--- src/rtl/ctrl_seq.sv ---
// Microcode sequencer for an 8-bit bus computer. It steps through five T-states and
// decodes t_state, opcode and flags into bus control strobes. HLT freezes the sequencer.
//
// state | meaning
// T0    | fetch: PC drives the bus, MAR loads
// T1    | fetch: memory drives the bus, IR loads, PC increments
// T2    | execute step 1 (operand address, immediate, jump, out, halt)
// T3    | execute step 2 (memory read/write for LDA, ADD, SUB, STA)
// T4    | execute step 3 (ALU result written back for ADD, SUB)
module ctrl_seq #(
    parameter int          OPCODE_W  = 4,
    parameter int unsigned EARLY_END = 1
) (
    input  logic                clk_i,
    input  logic                rst_i,
    input  logic [OPCODE_W-1:0] opcode_i,
    input  logic                flag_z_i,
    input  logic                flag_c_i,
    output logic                hlt_o,
    output logic                pc_inc_o,
    output logic                pc_en_o,
    output logic                pc_load_o,
    output logic                mar_load_o,
    output logic                mem_en_o,
    output logic                mem_load_o,
    output logic                ir_load_o,
    output logic                ir_en_o,
    output logic                a_load_o,
    output logic                a_en_o,
    output logic                b_load_o,
    output logic                alu_sub_o,
    output logic                alu_en_o,
    output logic                flags_load_o,
    output logic                out_load_o,
    output logic [2:0]          t_state_o
);

    typedef enum logic [2:0] {
        T0 = 3'd0,
        T1 = 3'd1,
        T2 = 3'd2,
        T3 = 3'd3,
        T4 = 3'd4
    } tstate_e;

    typedef enum logic [3:0] {
        OP_LDA = 4'h0,
        OP_ADD = 4'h1,
        OP_SUB = 4'h2,
        OP_STA = 4'h3,
        OP_LDI = 4'h4,
        OP_JMP = 4'h5,
        OP_JC  = 4'h6,
        OP_JZ  = 4'h7,
        OP_NOP = 4'h8,
        OP_OUT = 4'hE,
        OP_HLT = 4'hF
    } op_e;

    typedef struct packed {
        logic hlt;
        logic pc_inc;
        logic pc_en;
        logic pc_load;
        logic mar_load;
        logic mem_en;
        logic mem_load;
        logic ir_load;
        logic ir_en;
        logic a_load;
        logic a_en;
        logic b_load;
        logic alu_sub;
        logic alu_en;
        logic flags_load;
        logic out_load;
    } ctrl_t;

    tstate_e state_q, state_d;
    logic    halted_q, halted_d;
    logic    upper_nz;
    logic [3:0] op_eff;
    tstate_e end_state;
    ctrl_t   ctrl;
    ctrl_t   ctrl_out;

    // Opcode bits above the 4-bit decode field force a NOP rather than aliasing.
    if (OPCODE_W > 4) begin : g_upper
        assign upper_nz = |opcode_i[OPCODE_W-1:4];
    end else begin : g_no_upper
        assign upper_nz = 1'b0;
    end

    assign op_eff = upper_nz ? OP_NOP : opcode_i[3:0];

    always_comb begin
        end_state = T2;
        case (op_eff)
            OP_LDA, OP_STA: end_state = T3;
            OP_ADD, OP_SUB: end_state = T4;
            default:        end_state = T2;
        endcase
    end

    always_ff @(posedge clk_i) begin
        if (rst_i) begin
            state_q  <= T0;
            halted_q <= 1'b0;
        end else begin
            state_q  <= state_d;
            halted_q <= halted_d;
        end
    end

    always_comb begin
        state_d  = state_q;
        halted_d = halted_q;
        ctrl     = '0;
        if (halted_q) begin
            ctrl.hlt = 1'b1;
        end else begin
            case (state_q)
                T0: begin
                    ctrl.pc_en    = 1'b1;
                    ctrl.mar_load = 1'b1;
                end
                T1: begin
                    ctrl.mem_en  = 1'b1;
                    ctrl.ir_load = 1'b1;
                    ctrl.pc_inc  = 1'b1;
                end
                T2: begin
                    case (op_eff)
                        OP_LDA, OP_ADD, OP_SUB, OP_STA: begin
                            ctrl.ir_en    = 1'b1;
                            ctrl.mar_load = 1'b1;
                        end
                        OP_LDI: begin
                            ctrl.ir_en  = 1'b1;
                            ctrl.a_load = 1'b1;
                        end
                        OP_JMP: begin
                            ctrl.ir_en   = 1'b1;
                            ctrl.pc_load = 1'b1;
                        end
                        OP_JC: begin
                            ctrl.ir_en   = flag_c_i;
                            ctrl.pc_load = flag_c_i;
                        end
                        OP_JZ: begin
                            ctrl.ir_en   = flag_z_i;
                            ctrl.pc_load = flag_z_i;
                        end
                        OP_OUT: begin
                            ctrl.a_en     = 1'b1;
                            ctrl.out_load = 1'b1;
                        end
                        OP_HLT: begin
                            ctrl.hlt = 1'b1;
                            halted_d = 1'b1;
                        end
                        default: ;
                    endcase
                end
                T3: begin
                    case (op_eff)
                        OP_LDA: begin
                            ctrl.mem_en = 1'b1;
                            ctrl.a_load = 1'b1;
                        end
                        OP_ADD, OP_SUB: begin
                            ctrl.mem_en = 1'b1;
                            ctrl.b_load = 1'b1;
                        end
                        OP_STA: begin
                            ctrl.a_en     = 1'b1;
                            ctrl.mem_load = 1'b1;
                        end
                        default: ;
                    endcase
                end
                T4: begin
                    if (op_eff == OP_ADD || op_eff == OP_SUB) begin
                        ctrl.alu_en     = 1'b1;
                        ctrl.a_load     = 1'b1;
                        ctrl.flags_load = 1'b1;
                        ctrl.alu_sub    = (op_eff == OP_SUB);
                    end
                end
                default: ;
            endcase

            // Halting holds T2; otherwise wrap at T4 or, in variable-length mode, at the last step.
            if (halted_d) begin
                state_d = state_q;
            end else if (state_q == T4 || (EARLY_END != 0 && state_q == end_state)) begin
                state_d = T0;
            end else if (state_q > T4) begin
                state_d = T0;
            end else begin
                state_d = tstate_e'(state_q + 3'd1);
            end
        end
    end

    assign ctrl_out = rst_i ? '0 : ctrl;

    assign hlt_o        = ctrl_out.hlt;
    assign pc_inc_o     = ctrl_out.pc_inc;
    assign pc_en_o      = ctrl_out.pc_en;
    assign pc_load_o    = ctrl_out.pc_load;
    assign mar_load_o   = ctrl_out.mar_load;
    assign mem_en_o     = ctrl_out.mem_en;
    assign mem_load_o   = ctrl_out.mem_load;
    assign ir_load_o    = ctrl_out.ir_load;
    assign ir_en_o      = ctrl_out.ir_en;
    assign a_load_o     = ctrl_out.a_load;
    assign a_en_o       = ctrl_out.a_en;
    assign b_load_o     = ctrl_out.b_load;
    assign alu_sub_o    = ctrl_out.alu_sub;
    assign alu_en_o     = ctrl_out.alu_en;
    assign flags_load_o = ctrl_out.flags_load;
    assign out_load_o   = ctrl_out.out_load;
    assign t_state_o    = rst_i ? 3'd0 : state_q;

endmodule

--- config.mk ---
export PLATFORM = sky130hd
export DESIGN_NAME = ctrl_seq
export DESIGN_NICKNAME = d
export VERILOG_FILES = /design/src/rtl/ctrl_seq.sv
export SDC_FILE = /design/constraint.sdc
export NUM_CORES = 1
export LEC_CHECK = 0
export CAP_MARGIN = 40
export CORE_MARGIN = 1.5
export CORE_UTILIZATION = 44
export CTS_BUF_LIST = sky130_fd_sc_hd__clkbuf_16
export CTS_CLUSTER_DIAMETER = 100
export DETAILED_ROUTE_END_ITERATION = 12
export HOLD_SLACK_MARGIN = 0.1
export PLACE_DENSITY_LB_ADDON = 0.25
export SETUP_SLACK_MARGIN = 0.2
export SLEW_MARGIN = 10
export SYNTH_ARGS = -nofsm -noshare
export SYNTH_HDL_FRONTEND = slang
export SYNTH_SLANG_ARGS = --single-unit
--- constraint.sdc ---
create_clock -name clk_i -period 2.8 [get_ports clk_i]
set_input_delay 0.42 -clock clk_i [delete_from_list [all_inputs] [get_ports clk_i]]
set_output_delay 0.42 -clock clk_i [all_outputs]
set_load 0.02 [all_outputs]
Yosys cells after proc, flatten, opt, wreduce, memory -nomap -nowiden
Index checks and enable logic that the tools add are counted.
{ "word_totals": {"ff_bits": 4, "elab_cells": 64} }
{ "classes": {"addsub": 1, "order_cmp": 1, "n_eq_ne": 14, "muxes": 34, "n_bitwise": 2, "reduce_logical": 10} }
{ "ops": {"columns": ["cell", "count"], "rows": [
  ["$mux W1", 20],
  ["$eq A4 B3 Y1 const B", 4],
  ["$mux W16", 1],
  ["$mux W15", 1],
  ["$mux W3", 5],
  ["$pmux W1 S3", 3],
  ["$eq A4 B2 Y1 const B", 2],
  ["$eq A4 B4 Y1 const B", 2],
  ["$eq A3 B2 Y1 const B", 2],
  ["$pmux W1 S2", 3],
  ["$pmux W3 S2", 1],
  ["$reduce_or A6 Y1", 1],
  ["$eq A4 B1 Y1 const B", 1],
  ["$logic_not A4 Y1", 1],
  ["$reduce_or A2 Y1", 2],
  ["$reduce_or A4 Y1", 1],
  ["$add A3 B1 Y3 const B", 1],
  ["$eq A3 B1 Y1 const B", 1],
  ["$eq A3 B3 Y1", 1],
  ["$eq A3 B3 Y1 const B", 1],
  ["$gt A3 B3 Y1 const B", 1],
  ["$logic_not A3 Y1", 1],
  ["$reduce_or A3 Y1", 1],
  ["$logic_or A1 B1 Y1", 2],
  ["other kinds (2)", 3]
]} }

Longest topological paths before layout
Gate-level depths: netlist (run 1).
{ "depth": {"word_depth": 6, "depth_mapped": 6} }

Least setup slack after synthesis (run 1)
No wires, ideal clock.
{ "synth_path": {"path_kind": "input to output", "startpoint": "input opcode_i[2]", "endpoint": "output alu_sub_o", "arrival_ps": 1626, "slack_ps": 754, "cell_stages": 3, "path_cell_list": "buf_6 nor4_2 nor4b_1"} }
{ "synth_via": {"elab_chain_cells": 6} }
{ "synth_rtl": {"columns": ["item", "line", "text"], "rows": [
  ["from (decl)", "16", "input logic [OPCODE_W-1:0] opcode_i,"],
  ["$eq A4 B1 Y1 or $eq A4 B2 Y1 (tied branches)", "183, 187", null],
  ["$logic_or A1 B1 Y1", "183", "if (op_eff == OP_ADD || op_eff == OP_SUB) begin"],
  ["$mux W3 *", "183", null],
  ["$mux W3 *", "122", "case (state_q)"],
  ["$mux W15 *", "119", "if (halted_q) begin"],
  ["$mux W16 *", "206", "assign ctrl_out = rst_i ? '0 : ctrl;"],
  ["to (decl)", "31", "output logic alu_sub_o,"]
]} }
Every way passes the cells marked *; elsewhere a longest branch is shown, timed or not.

Final worst setup path (run 1)
{ "layout_path": {"startpoint": "input opcode_i[3]", "endpoint": "output mem_load_o"} }
{ "layout_via": {"elab_chain_cells": 5} }
{ "layout_rtl": {"columns": ["item", "line", "text"], "rows": [
  ["$eq A4 B2 Y1", "166", "case (op_eff)"],
  ["$mux W1", "166", null],
  ["$mux W1", "122", null],
  ["$mux W15", "119", null],
  ["$mux W16", "206", null],
  ["to (decl)", "25", "output logic mem_load_o,"]
]} }
Every way passes these cells.

==> flow_metrics.env, run 1 <==
export IMPL_run_status="complete, no violations"
export IMPL_worst_setup_path_end_kind="primary output"
export IMPL_synth_top_area_share_pct=13.0
export IMPL_htreeDepth=1
export IMPL_cellPowerDensity_nw_per_um2=664
export IMPL_class_of_the_most_critical_hold_timing_path="reg2reg"
export IMPL_detail_route_iter0_violations=22
export IMPL_detail_route_first_pass_iterations=7
export IMPL_initial_core_util_pct=47.3
export IMPL_number_of_drc_violations_after_detailed_routing=0
export IMPL_synth_async_sr_flop_share_pct=0
export IMPL_gp_congestion=0.832
export IMPL_hold_end="state_q[1]$_SDFFE_PP0P_"
export IMPL_final_common_cell="sky130_fd_sc_hd__clkdlybuf4s50_1"
export IMPL_avgSynthCellArea_um2=7.79
export IMPL_cap_violations=0
export IMPL_yosys_warnings=0
export IMPL_insertion_delay_ns=0.23
export IMPL_syn_nets=92
export IMPL_final_nets=125
export IMPL_final_critical_path_time_including_i_o_delays_and_setup_ns=2.51
export IMPL_antenna_found_initial=0
export IMPL_fp_dieArea_um2=1630
export IMPL_timing_reg2reg_worst_path_depth=6
export IMPL_total_of_fill_cells_in_the_finished_design=102
export IMPL_ant_nets=0
export IMPL_die_y_um=40.4
export IMPL_wire_length_of_the_first_global_routing_pass_um=2620
export IMPL_fin_crit_sh_pct=89.7
export IMPL_met3_usage_pct=8.33
export IMPL_tritoncts="built"
export IMPL_postRouteWirelength_um=1750
export IMPL_fmax_mhz=398
export IMPL_relative_slew_margins_pct=75.1
export IMPL_synth_largest_area_cell="sky130_fd_sc_hd__dfxtp_1"
export IMPL_cts_sinks=4
export IMPL_cts_root_to_sink_buffers=2
export IMPL_synthToLayoutAreaGrowth_pct=63.6
export IMPL_criticalPathCategory="in2out"
export IMPL_most_frequent_cells_in_the_layout="16 x sky130_fd_sc_hd__clkdlybuf4s50_1, 10 x sky130_fd_sc_hd__nor2_1, 9 x sky130_fd_sc_hd__buf_4"
export IMPL_pin_count=27
export IMPL_share_of_the_yosys_chip_area_belonging_to_registers_pct=13.0
export IMPL_grt_most_used_layer="met2"
export IMPL_core_area_um2=1300
export IMPL_clock_skew_ns=0.00257
export IMPL_min_path_cells=1
export IMPL_worst_ep_required_time_ns=2.38
export IMPL_cp_data_arrival_time_ns=2.09
export IMPL_synth_edf_count=0
export IMPL_layout_drive_gt1_share_pct=20.0
export IMPL_number_of_antenna_cells_inserted=0
export IMPL_use_met1_pct=34.3
export IMPL_rsz_0062_raised_after_global_routing="false"
export IMPL_most_used_flip_flop_cell_after_synthesis="sky130_fd_sc_hd__dfxtp_1"
export IMPL_finalSetupViolations=0
export IMPL_global_route_met2_utilization_pct=36.5
export IMPL_dp_final_hpwl_um=1330
export IMPL_routed_via_count=706
export IMPL_reg2reg_slack_ns=1.33
export IMPL_synthesis_instances=79
export IMPL_vias_per_cell=5.65
export IMPL_maximum_fanout_count_along_the_critical_path=3
export IMPL_avgRoutedWirePerCell_um=14.0
export IMPL_pin_count_of_the_biggest_net_entering_global_routing=10
export IMPL_post_synth_instance_area_um2=616
export IMPL_worstSetupStartpointType="primary input"
export IMPL_layout_cells_non_filler=125
export IMPL_source_of_the_worst_hold_timing_path="state_q[1]$_SDFFE_PP0P_"
export IMPL_globalRouteOverflowTotal=0
export IMPL_synth_area_leaders="sky130_fd_sc_hd__dfxtp_1 13%, sky130_fd_sc_hd__ha_1 10%, sky130_fd_sc_hd__nand2b_1 6.1%"
export IMPL_grt_util_all_layers_pct=24.7
export IMPL_timing_final_max_slew_violations=0
export IMPL_clock_root_buffer="sky130_fd_sc_hd__clkbuf_16"
export IMPL_ir_drop_worst_vdd_mv=0.409
export IMPL_ys_types=39
export IMPL_ff_latch_count_synth=4
export IMPL_r2r_end="state_q[1]$_SDFFE_PP0P_"
export IMPL_cts_inserted_buffers=3
export IMPL_leakage_nw=0.495
export IMPL_clock_pin_slew_reported_for_the_worst_setup_and_hold_paths_after_clock_tree_synthesis_ns=0.03
export IMPL_floorplan_rows=13
export IMPL_fin_tns_setup_ns=0
export IMPL_dp_cells=122
export IMPL_port_buffers=26
export IMPL_die_width_um=40.4
export IMPL_vias_in_the_first_global_route=558
export IMPL_tightestPinTransition_ns=0.370
export IMPL_worstReg2RegStart="state_q[0]$_SDFFE_PP0P_"
export IMPL_finalHoldViolations=0
[worst max-delay path by stage]
stage	endpoint	cells after the start	start	slack [ns]
finish	mem_load_o	4	opcode_i[3]	0.29
global route	mem_load_o	4	opcode_i[3]	0.22
CTS	flags_load_o	6	opcode_i[0]	0.20
detailed placement	a_load_o	5	opcode_i[1]	0.03
global placement	a_en_o	5	opcode_i[2]	0.03
floorplan	alu_sub_o	3	opcode_i[2]	0.75
[kinds of logic after synthesis]
group | after synthesis | synth area share, %
and+or+nand+nor | 38 | 37.4
AOI/OAI and AO/OA | 19 | 26.4
DFF | 4 | 13.0
buffers and inverters | 12 | 11.6
xor gates and xnor gates | 1 | 1.42
adders and majority gates | 5 | 10.2
[synthesized netlist by cell type (2+ instances only)]
library cell,instances
sky130_fd_sc_hd__nor2_1,10
sky130_fd_sc_hd__nand2_1,6
sky130_fd_sc_hd__nand2b_1,6
sky130_fd_sc_hd__ha_1,5
sky130_fd_sc_hd__dfxtp_1,4
sky130_fd_sc_hd__inv_1,4
sky130_fd_sc_hd__o21ai_0,4
sky130_fd_sc_hd__buf_2,3
sky130_fd_sc_hd__o2bb2ai_1,3
sky130_fd_sc_hd__and2_1,2
sky130_fd_sc_hd__buf_4,2
sky130_fd_sc_hd__buf_6,2
sky130_fd_sc_hd__nor4_1,2
[layer usage]
layer / part of all wire (%) / routed length (um)
met1: 47 / 819
met2: 47 / 823
met3: 6.1 / 107
met4: 0 / 0
met5: 0 / 0
[cell type report]
cell class	count	area, um2	area share [%]
Clock buffer	3	75.1	7.45
Inverter	5	18.8	1.86
Sequential cell	4	82.6	8.20
Multi-Input combinational cell	63	478	47.5
Timing Repair Buffer	35	334	33.2
Tap cell	15	18.8	1.86
[worst max-delay path: stages]
cell	delay (ns)
sky130_fd_sc_hd__clkdlybuf4s50_1	0.46
sky130_fd_sc_hd__nor4_4	0.33
sky130_fd_sc_hd__and4_1	0.27
sky130_fd_sc_hd__clkdlybuf4s50_1	0.61
[registers in the layout, indices dropped and copies added (netlist names)]
name,cells
halted_q,1
state_q,3
[per-stage QoR]
step                util (%)  hold slack (ns)  setup slack, ns  power (mW)  area [um2]
CTS                     76.3            0.521            0.202       0.665         993
global placement        69.9            0.539           0.0338       0.430         910
global route            77.4            0.544            0.217       0.714        1010
detailed placement      69.9            0.544           0.0254       0.434         910
floorplan                  -            0.503            0.754       0.312         616
finish                  77.4            0.511            0.288       0.669        1010
[report_power, final]
group	total, mW	switching (mW)	leakage, nW	internal (mW)
combinational	0.333	0.182	0.424	0.151
clock	0.223	0.0403	0.0370	0.182
sequential	0.114	0.0352	0.0333	0.0785
total	0.669	0.257	0.495	0.412
[timing repair]
action	4_1_cts	5_1_grt
hold endpoints to repair	0	0
setup buffers	0	0
hold buffers	0	0
setup endpoints to repair	9	6
gates resized for setup	8	6
Note: power is estimated with default switching activity, not from simulation.
==> run 2, diff against run 1 <==
--- a/config.mk
+++ b/config.mk
@@ -14,7 +14,6 @@
 export HOLD_SLACK_MARGIN = 0.1
 export PLACE_DENSITY_LB_ADDON = 0.25
 export SETUP_SLACK_MARGIN = 0.2
-export SLEW_MARGIN = 10
 export SYNTH_ARGS = -nofsm -noshare
 export SYNTH_HDL_FRONTEND = slang
 export SYNTH_SLANG_ARGS = --single-unit
==> results of run 2 <==
The final DEF is identical to that of run 1; final timing and power are the same.
==> run 3, diff against run 2 <==
--- a/config.mk
+++ b/config.mk
@@ -13,6 +13,7 @@
 export DETAILED_ROUTE_END_ITERATION = 12
 export HOLD_SLACK_MARGIN = 0.1
 export PLACE_DENSITY_LB_ADDON = 0.25
+export RECOVER_POWER = 25
 export SETUP_SLACK_MARGIN = 0.2
 export SYNTH_ARGS = -nofsm -noshare
 export SYNTH_HDL_FRONTEND = slang
==> run 3 against run 2 <==
  * Via count decreased by 0.14%
  * Largest cell class unchanged
  * Hold slack improved by 0.0029 ns
  * Sequential power about the same
  * First-iteration DRC count decreased by 9.1%
  * Register-to-register slack got worse by 0.11 ns
  * Non-clock buffer count unchanged
  * Final cell count unchanged
  * Global-route usage unchanged
  * Die area unchanged
  * Final area decreased by 0.99%
==> flow_metrics.env, run 3 (synthesized netlist as in run 1, its figures left out) <==
export IMPL_postRouteWirelength_um=1790
export IMPL_worstReg2RegStart="state_q[0]$_SDFFE_PP0P_"
export IMPL_cts_sinks=4
export IMPL_fmax_mhz=384
export IMPL_port_buffers=26
export IMPL_total_of_fill_cells_in_the_finished_design=105
export IMPL_pin_count=27
export IMPL_rsz_0062_raised_after_global_routing="false"
export IMPL_detailed_place_area_um2=910
export IMPL_fin_tns_setup_ns=0
export IMPL_pin_count_of_the_biggest_net_entering_global_routing=10
export IMPL_tightestPinTransition_ns=0.374
export IMPL_maximum_fanout_count_along_the_critical_path=9
export IMPL_cts_root_to_sink_buffers=2
export IMPL_avgRoutedWirePerCell_um=14.3
export IMPL_most_frequent_cells_in_the_layout="14 x sky130_fd_sc_hd__clkdlybuf4s50_1, 10 x sky130_fd_sc_hd__nor2_1, 8 x sky130_fd_sc_hd__buf_4"
export IMPL_final_common_cell="sky130_fd_sc_hd__clkdlybuf4s50_1"
export IMPL_clock_skew_ns=0.00252
export IMPL_antenna_found_initial=0
export IMPL_floorplan_rows=13
export IMPL_cts_inserted_buffers=3
export IMPL_core_area_um2=1300
export IMPL_cp_data_arrival_time_ns=2.19
export IMPL_gp_congestion=0.832
export IMPL_met3_length_um=84
export IMPL_ir_drop_worst_vdd_mv=0.409
export IMPL_dp_final_hpwl_um=1330
export IMPL_post_route_cell_area_um2=997
export IMPL_largestRegisters="state_q x3, halted_q x1"
export IMPL_detail_route_first_pass_iterations=4
export IMPL_leakage_nw=0.486
export IMPL_class_of_the_most_critical_hold_timing_path="reg2reg"
export IMPL_hold_end="state_q[1]$_SDFFE_PP0P_"
export IMPL_vias_per_cell=5.64
export IMPL_synthToLayoutAreaGrowth_pct=62.0
export IMPL_reg2reg_slack_ns=1.22
export IMPL_die_y_um=40.4
export IMPL_number_of_drc_violations_after_detailed_routing=0
export IMPL_globalRouteOverflowTotal=0
export IMPL_detail_route_iter0_violations=20
export IMPL_topRoutingLayerUsed="met4"
export IMPL_min_path_cells=1
export IMPL_fp_dieArea_um2=1630
export IMPL_worst_setup_path_end_kind="primary output"
export IMPL_finalSetupViolations=0
export IMPL_finalHoldViolations=0
export IMPL_final_critical_path_time_including_i_o_delays_and_setup_ns=2.61
export IMPL_source_of_the_worst_hold_timing_path="state_q[1]$_SDFFE_PP0P_"
export IMPL_cap_violations=0
export IMPL_run_status="complete, no violations"
export IMPL_worstSetupStartpointType="primary input"
export IMPL_htreeDepth=1
export IMPL_grt_util_all_layers_pct=24.7
export IMPL_vias_in_the_first_global_route=558
export IMPL_ant_nets=0
export IMPL_timing_final_max_slew_violations=0
export IMPL_layout_drive_gt1_share_pct=18.2
export IMPL_criticalPathCategory="in2out"
export IMPL_max_flop_register="state_q"
export IMPL_tritoncts="built"
export IMPL_r2r_end="state_q[1]$_SDFFE_PP0P_"
export IMPL_final_nets=125
export IMPL_relative_slew_margins_pct=74.9
export IMPL_initial_core_util_pct=47.3
export IMPL_clock_pin_slew_reported_for_the_worst_setup_and_hold_paths_after_clock_tree_synthesis_ns=0.03
export IMPL_die_width_um=40.4
export IMPL_fin_crit_sh_pct=93.1
export IMPL_routed_via_count=705
export IMPL_number_of_antenna_cells_inserted=0
export IMPL_insertion_delay_ns=0.23
export IMPL_final_hold_worst_slack_ns=0.514
export IMPL_postCtsSetupBuffers=0
export IMPL_cellPowerDensity_nw_per_um2=671
export IMPL_cts_hold_repair_buffers=0
export IMPL_clock_root_buffer="sky130_fd_sc_hd__clkbuf_16"
export IMPL_timing_reg2reg_worst_path_depth=6
export IMPL_met2WireLength_um=821
export IMPL_post_route_total_power_mw=0.669
export IMPL_worst_ep_required_time_ns=2.38
export IMPL_largest_register_ffs=3
export IMPL_wire_length_of_the_first_global_routing_pass_um=2620
export IMPL_routedLengthMet1_um=859
[run 3: final cells by class]
class / instances / area [um2] / share of cell area [%]
multi-input cells: 63 / 472 / 47.3
repair buffers: 35 / 330 / 33.1
flip-flops and latches: 4 / 82.6 / 8.28
clock buffers: 3 / 75.1 / 7.53
inverters: 5 / 18.8 / 1.88
well taps: 15 / 18.8 / 1.88
[run 3: per-layer routing]
layer	global-route usage (%)	vias up
li1	-	348
met1	34.3	333
met2	36.5	20
met3	8.33	4
met4	5.00	0
met5	0	-
[run 3: per-stage QoR]
stage	utilization, %	setup slack (ns)	std cells
6_report	76.6	0.194	125
3_3_place_gp	69.9	0.0338	122
5_1_grt	76.6	0.161	125
4_1_cts	76.3	0.202	125
3_5_place_dp	69.9	0.0254	122
2_1_floorplan	-	0.754	79
[run 3: where the power goes]
| part | leakage, nW | switching (mW) | internal (mW) |
|---|---|---|---|
| Combinational | 0.416 | 0.183 | 0.148 |
| Sequential | 0.0333 | 0.0359 | 0.0785 |
| Clock | 0.0370 | 0.0407 | 0.182 |
[run 3: repair_timing]
action,CTS,global route
gates resized for setup,8,6
hold endpoints to repair,0,0
setup endpoints to repair,9,6
[run 3: worst max-delay path by stage]
stage | from | slack, ns | cells past startpoint | endpoint
after floorplan | opcode_i[2] | 0.75 | 3 | alu_sub_o
after global placement | opcode_i[2] | 0.03 | 5 | a_en_o
after detailed placement | opcode_i[1] | 0.03 | 5 | a_load_o
after CTS | opcode_i[0] | 0.20 | 6 | flags_load_o
after global routing | opcode_i[0] | 0.16 | 5 | ir_en_o
final | opcode_i[0] | 0.19 | 5 | ir_en_o
[run 3: worst max-delay path, cell delays in order]
cell                              delay [ns]
sky130_fd_sc_hd__dlygate4sd3_1          0.59
sky130_fd_sc_hd__buf_4                  0.18
sky130_fd_sc_hd__o2111ai_1              0.17
sky130_fd_sc_hd__and4b_1                0.22
sky130_fd_sc_hd__clkdlybuf4s50_1        0.60
==> patch 1: new RTL, flow settings as in run 3 <==
`OPCODE_W`: 4 -> 6.
--- a/src/rtl/ctrl_seq.sv
+++ b/src/rtl/ctrl_seq.sv
@@ -10,3 +10,3 @@
 module ctrl_seq #(
-    parameter int          OPCODE_W  = 4,
+    parameter int          OPCODE_W  = 6,
     parameter int unsigned EARLY_END = 1
Interface: changed (resized opcode_i); port bits go from 27 to 29. The function was not compared with the original's and may differ.
==> patch 1 against run 3 <==
Count of clock-buffer cells in the layout unchanged. Routed wire length is 19% higher. Largest cell class unchanged. Area after synthesis down 4.9%. Critical path depth is 1 higher. Cell area decreased by 0.63%. Highest routed layer unchanged. Power decreased by 1.4%. Hold slack improved by 0.074 ns. Synthesized cell count increased by 3.8%. Worst setup slack improved by 0.065 ns. Core utilization grew 8.0 points. Critical endpoint is now alu_en_o. Sequential cell count unchanged.
==> patch 1: results (changes against run 3) <==
{| class="wikitable"
! Metric !! Value
|-
| Layout net count || 136 (+8.8%)
|-
| Worst-case reg-to-reg path depth || 7 (+1)
|-
| Worst supply voltage drop on vdd || 948 uV (+130%)
|-
| Global-route wire length before repair || 3290 microns (+26%)
|-
| Cell types with the largest area share after synthesis || sky130_fd_sc_hd__dfxtp_1 14%, sky130_fd_sc_hd__ha_1 11%, sky130_fd_sc_hd__nor2_1 10%
|-
| Static power due to leakage || 0.458 nW (-5.8%)
|-
| Multi-input gate share of the layout cell area || 0.455 (-0.0185)
|-
| Worst-path maximum fanout || 5 (-4)
|-
| Sequential area share after synthesis || 0.137 (+0.00667)
|-
| Launch point of the critical path || opcode_i[4]
|-
| Total number of multi-input combinational cells || 68 (+7.9%)
|-
| Placer Congestion || 0.863 (+3.7%)
|-
| Worst slack after detailed placement || -0.00984 ns (-0.0353 ns)
|-
| Tap cell instance count || 14 (-1)
|-
| Endpoint of the worst hold-timing path || state_q[2]
|-
| Effective utilization at floorplan || 0.500 (+0.0269)
|-
| Routed wire length || 2130 microns (+19%)
|-
| Vias per std cell || 5.69 (+0.92%)
|-
| Share of cells above drive strength 1 || 0.193 (+0.0115)
|-
| Worst-case clock skew || 0.000192 ns (-0.00233 ns)
|-
| Biggest cell delay along the critical path || 0.50 ns (-0.10 ns)
|-
| Clock Network Area Fraction || 0.0758 (+0.000475)
|-
| Vias in the first global route || 718 (+29%)
|-
| Seq/total area || 0.0808 (-0.00200)
|-
| Total routing resource utilization after global routing || 0.317 (+0.0697)
|-
| Fill cell instance count of the final layout || 69 (-34%)
|-
| Cell variety after synth || 33 (-15%)
|-
| Fin util || 0.846 (+0.0798)
|-
| Tightest slew margin relative to the limit || 0.755 (+0.00648)
|-
| Data arrival time of the critical path || 2.12 ns (-0.07 ns)
|-
| Final Non-Filler Cells || 133 (+6.4%)
|-
| Post-Synthesis Net Count || 97 (+5.4%)
|-
| Flop-to-flop setup slack || 0.84 ns (-0.38 ns)
|-
| Worst hold path startpoint || halted_q
|-
| Mean instance size in the synthesized netlist || 7.14 sq um (-8.4%)
|-
| Number of gates resized after cts || 13 (+5)
|-
| Layout non-clock buf frac || 0.356 (+0.0248)
|-
| Worst-case hold slack || 0.588 ns (+0.0738 ns)
|-
| Count of non-CTS inverters in the layout || 4 (-1)
|-
| Capture point of the worst path || alu_en_o
|-
| Outcome || finished clean
|}
==> patch 1: changes by cell type after synthesis, sizes merged, moves of 2 or more <==
cell,run 3,this run
nand2b,6,1
nand4,0,2
nor2b,0,2
a21oi,0,4
o31ai,2,0
nand2,7,3
a2111oi,2,0
nor3,2,6
o2bb2ai,3,0
o21bai,0,2
nand3,0,6
nor2,10,17
==> patch 1: power by group <==
part	total (mW)	switching, mW	internal (mW)	leakage, nW
logic	0.332	0.188	0.144	0.388
registers	0.103	0.0280	0.0745	0.0328
clock network	0.225	0.0427	0.183	0.0370
total	0.660	0.258	0.402	0.458
==> patch 1: cells by family after synthesis <==
logic type	share of synthesized area
AOI/OAI and AO/OA	0.171
DFF	0.137
adders and majority gates	0.107
xor gates and xnor gates	0.0150
and+or+nand+nor	0.440
muxes	0.0363
buffers and inverters	0.0940
==> patch 1: metal layers <==
layer / global-route usage / part of all wire
met3: 0.0852 / 0.064
met5: 0 / 0
met1: 0.389 / 0.43
met4: 0.103 / 0.0066
met2: 0.525 / 0.50
==> patch 2: new RTL, flow settings as in run 3 <==
Without the edit above. Put a register stage on the output `out_load_o`, cleared by the reset. The value now appears one clock later. The other outputs are not delayed to match.
--- a/src/rtl/ctrl_seq.sv
+++ b/src/rtl/ctrl_seq.sv
@@ -222,3 +222,9 @@
     assign flags_load_o = ctrl_out.flags_load;
-    assign out_load_o   = ctrl_out.out_load;
+    always_ff @(posedge clk_i) begin
+        if (rst_i) begin
+            out_load_o <= '0;
+        end else begin
+            out_load_o <= ctrl_out.out_load;
+        end
+    end
     assign t_state_o    = rst_i ? 3'd0 : state_q;
Formal check against the unedited RTL: not equivalent (Yosys sat finds a counterexample within 4 cycles, from zero or initial values and one cycle with rst_i high).
==> patch 2 against run 3 <==
Power shrank 6.3%. Routed wire length shrank 15%. Sequential cell count grew 1. Critical path depth grew 1. Clock power grew 4%. Worst setup slack gained 0.018 ns. Synthesized cell count shrank 16%. Die area shrank 13%. Sequential share of layout area grew 2.9 points. Hold slack gained 0.14 ns. Non-clock buffer count shrank 4. Area after synthesis shrank 14%. Core utilization grew 3.8 points. Cell area shrank 10%.
==> patch 2: results (changes against run 3) <==
{| class="wikitable"
! Metric !! Value
|-
| Outcome || finished clean
|-
| Post-DP HPWL || 1160 microns (-13%)
|-
| CTS Root Buffer Type || sky130_fd_sc_hd__clkbuf_16
|-
| Worst-path maximum fanout || 5 (-4)
|-
| Wire length on met3 || 123 microns (+46%)
|-
| Antenna violations before repair || 0 (unchanged)
|-
| Uppermost metal layer occupied by signal nets || met3
|-
| Buffers on Ports || 26 (unchanged)
|-
| Diodes inserted || 0 (unchanged)
|-
| Buffer depth of the longest clock path || 2 (unchanged)
|-
| Global-route wire length before repair || 2580 microns (-1.3%)
|-
| Total number of vias || 631 (-10%)
|-
| Vias in the first global route || 558 (unchanged)
|-
| Post-Synthesis Net Count || 79 (-14%)
|-
| Placer Congestion || 0.873 (+4.9%)
|-
| Registers with the most flip-flops || state_q (3), halted_q (1), out_load_o (1)
|-
| Tightest slew margin relative to the limit || 0.755 (+0.00629)
|-
| Sequential area share after synthesis || 0.189 (+0.0586)
|-
| Total routing resource utilization after global routing || 0.258 (+0.0105)
|-
| Static power due to leakage || 0.445 nW (-8.6%)
|-
| Hold Path Class || reg2reg
|-
| Primary flip-flop cell chosen by synthesis mapping || sky130_fd_sc_hd__dfxtp_1
|-
| Routed wire length || 1510 microns (-15%)
|-
| Count of H-tree levels built during CTS || 1 (unchanged)
|-
| Worst-case clock skew || 0.00191 ns (-0.000612 ns)
|-
| Data arrival time of the critical path || 2.17 ns (-0.02 ns)
|-
| Cell types with the largest area share after synthesis || sky130_fd_sc_hd__dfxtp_1 19%, sky130_fd_sc_hd__ha_1 12%, sky130_fd_sc_hd__nor2_1 7.8%
|-
| Clock latency reported for the late side of the worst-skew pair || 0.23 ns (about the same)
|-
| Worst slack after detailed placement || -0.0124 ns (-0.0378 ns)
|-
| Post-placement cell area || 812 sq um (-11%)
|-
| Share of cells above drive strength 1 || 0.134 (-0.0478)
|-
| Number of gates resized after cts || 7 (-1)
|-
| Number of violations reported at the end of detailed-routing iteration 0 || 26 (+30%)
|-
| Count of yosys warnings during synthesis || 0 (unchanged)
|-
| Layout net count || 111 (-11%)
|-
| Post-CTS Repair Setup Buffers || 0 (unchanged)
|-
| Top cells by instance count after synthesis || 11 x sky130_fd_sc_hd__nor2_1, 5 x sky130_fd_sc_hd__dfxtp_1, 5 x sky130_fd_sc_hd__ha_1
|-
| Clock-pin transition on the worst setup and hold timing paths || 0.03 ns (about the same)
|-
| Post-synth ARST share || 0 (unchanged)
|-
| Met2 wire length || 719 microns (-12%)
|-
| Cell variety after synth || 35 (-10%)
|-
| Clock buffers created by TritonCTS || 3 (unchanged)
|-
| Wire length on met1 || 670 microns (-22%)
|-
| Internal power || 406 uW (-0.81%)
|-
| Cell with the most instances after synthesis || sky130_fd_sc_hd__nor2_1
|-
| DR pass1 iterations || 4 (unchanged)
|-
| Largest net degree at the start of global routing || 9 (-1)
|-
| Worst supply voltage drop on vdd || 551 uV (+35%)
|}
patch 2: power by group through the flow:
| stage | registers (mW) | clock network [mW] | logic [mW] |
|---|---|---|---|
| after global placement | 0.116 | 0 | 0.271 |
| after CTS | 0.116 | 0.234 | 0.279 |
| final | 0.117 | 0.232 | 0.278 |
| after detailed placement | 0.117 | 0 | 0.278 |
| after floorplan | 0.109 | 0 | 0.174 |
| after global routing | 0.121 | 0.240 | 0.305 |
patch 2: path summary, 6_finish.rpt:
kind	startpoint	end	slack, ns	cells past startpoint
hold reg to reg	state_q[1]	state_q[1]	0.66	1
hold / removal	state_q[1]	state_q[1]	0.66	1
setup reg to reg	state_q[0]	state_q[0]	1.06	6
setup / recovery	opcode_i[0]	a_load_o	0.21	6
patch 2: cell type report:
| class | count | area, sq um |
|---|---|---|
| Multi-Input combinational cell | 54 | 388 |
| Inverter | 3 | 11.3 |
| Fill cell | 87 | 218 |
| Sequential cell | 5 | 100 |
| Tap cell | 14 | 17.5 |
| Clock buffer | 3 | 75.1 |
| Clock inverter | 1 | 3.75 |
| Timing Repair Buffer | 31 | 298 |
patch 2: logic make-up (layout without fill, tap and decap cells):
logic type | count (synthesis) | in the layout | synth area share
and+or+nand+nor | 31 | 31 | 0.323
DFF | 5 | 5 | 0.189
buffers and inverters | 7 | 38 | 0.0849
xor gates and xnor gates | 1 | 1 | 0.0165
AOI/OAI and AO/OA | 15 | 15 | 0.229
adders and majority gates | 5 | 5 | 0.118
muxes | 2 | 2 | 0.0401
patch 2: critical path, cell delays in order:
cell and delay [ns]:
sky130_fd_sc_hd__dlygate4sd3_1 0.62, sky130_fd_sc_hd__nor2_1 0.19, sky130_fd_sc_hd__o2bb2ai_1 0.13, sky130_fd_sc_hd__a22oi_1 0.08, sky130_fd_sc_hd__a2111oi_1 0.36, sky130_fd_sc_hd__dlygate4sd1_1 0.36
patch 2: per-layer routing:
| metal | up-vias | GRT usage |
|---|---|---|
| li1 | 309 | - |
| met1 | 291 | 0.323 |
| met3 | 0 | 0.0893 |
| met5 | - | 0 |
| met2 | 31 | 0.422 |
| met4 | 0 | 0.0536 |
patch 2: per-stage QoR:
step | setup TNS [ns] | hold WS, ns | utilization | cells
after floorplan | 0 | 0.524 | - | 66
after global placement | 0 | 0.622 | 0.731 | 107
after detailed placement | -0.0124 | 0.631 | 0.731 | 107
after CTS | 0 | 0.655 | 0.800 | 111
after global routing | 0 | 0.689 | 0.804 | 111
final | 0 | 0.657 | 0.804 | 111
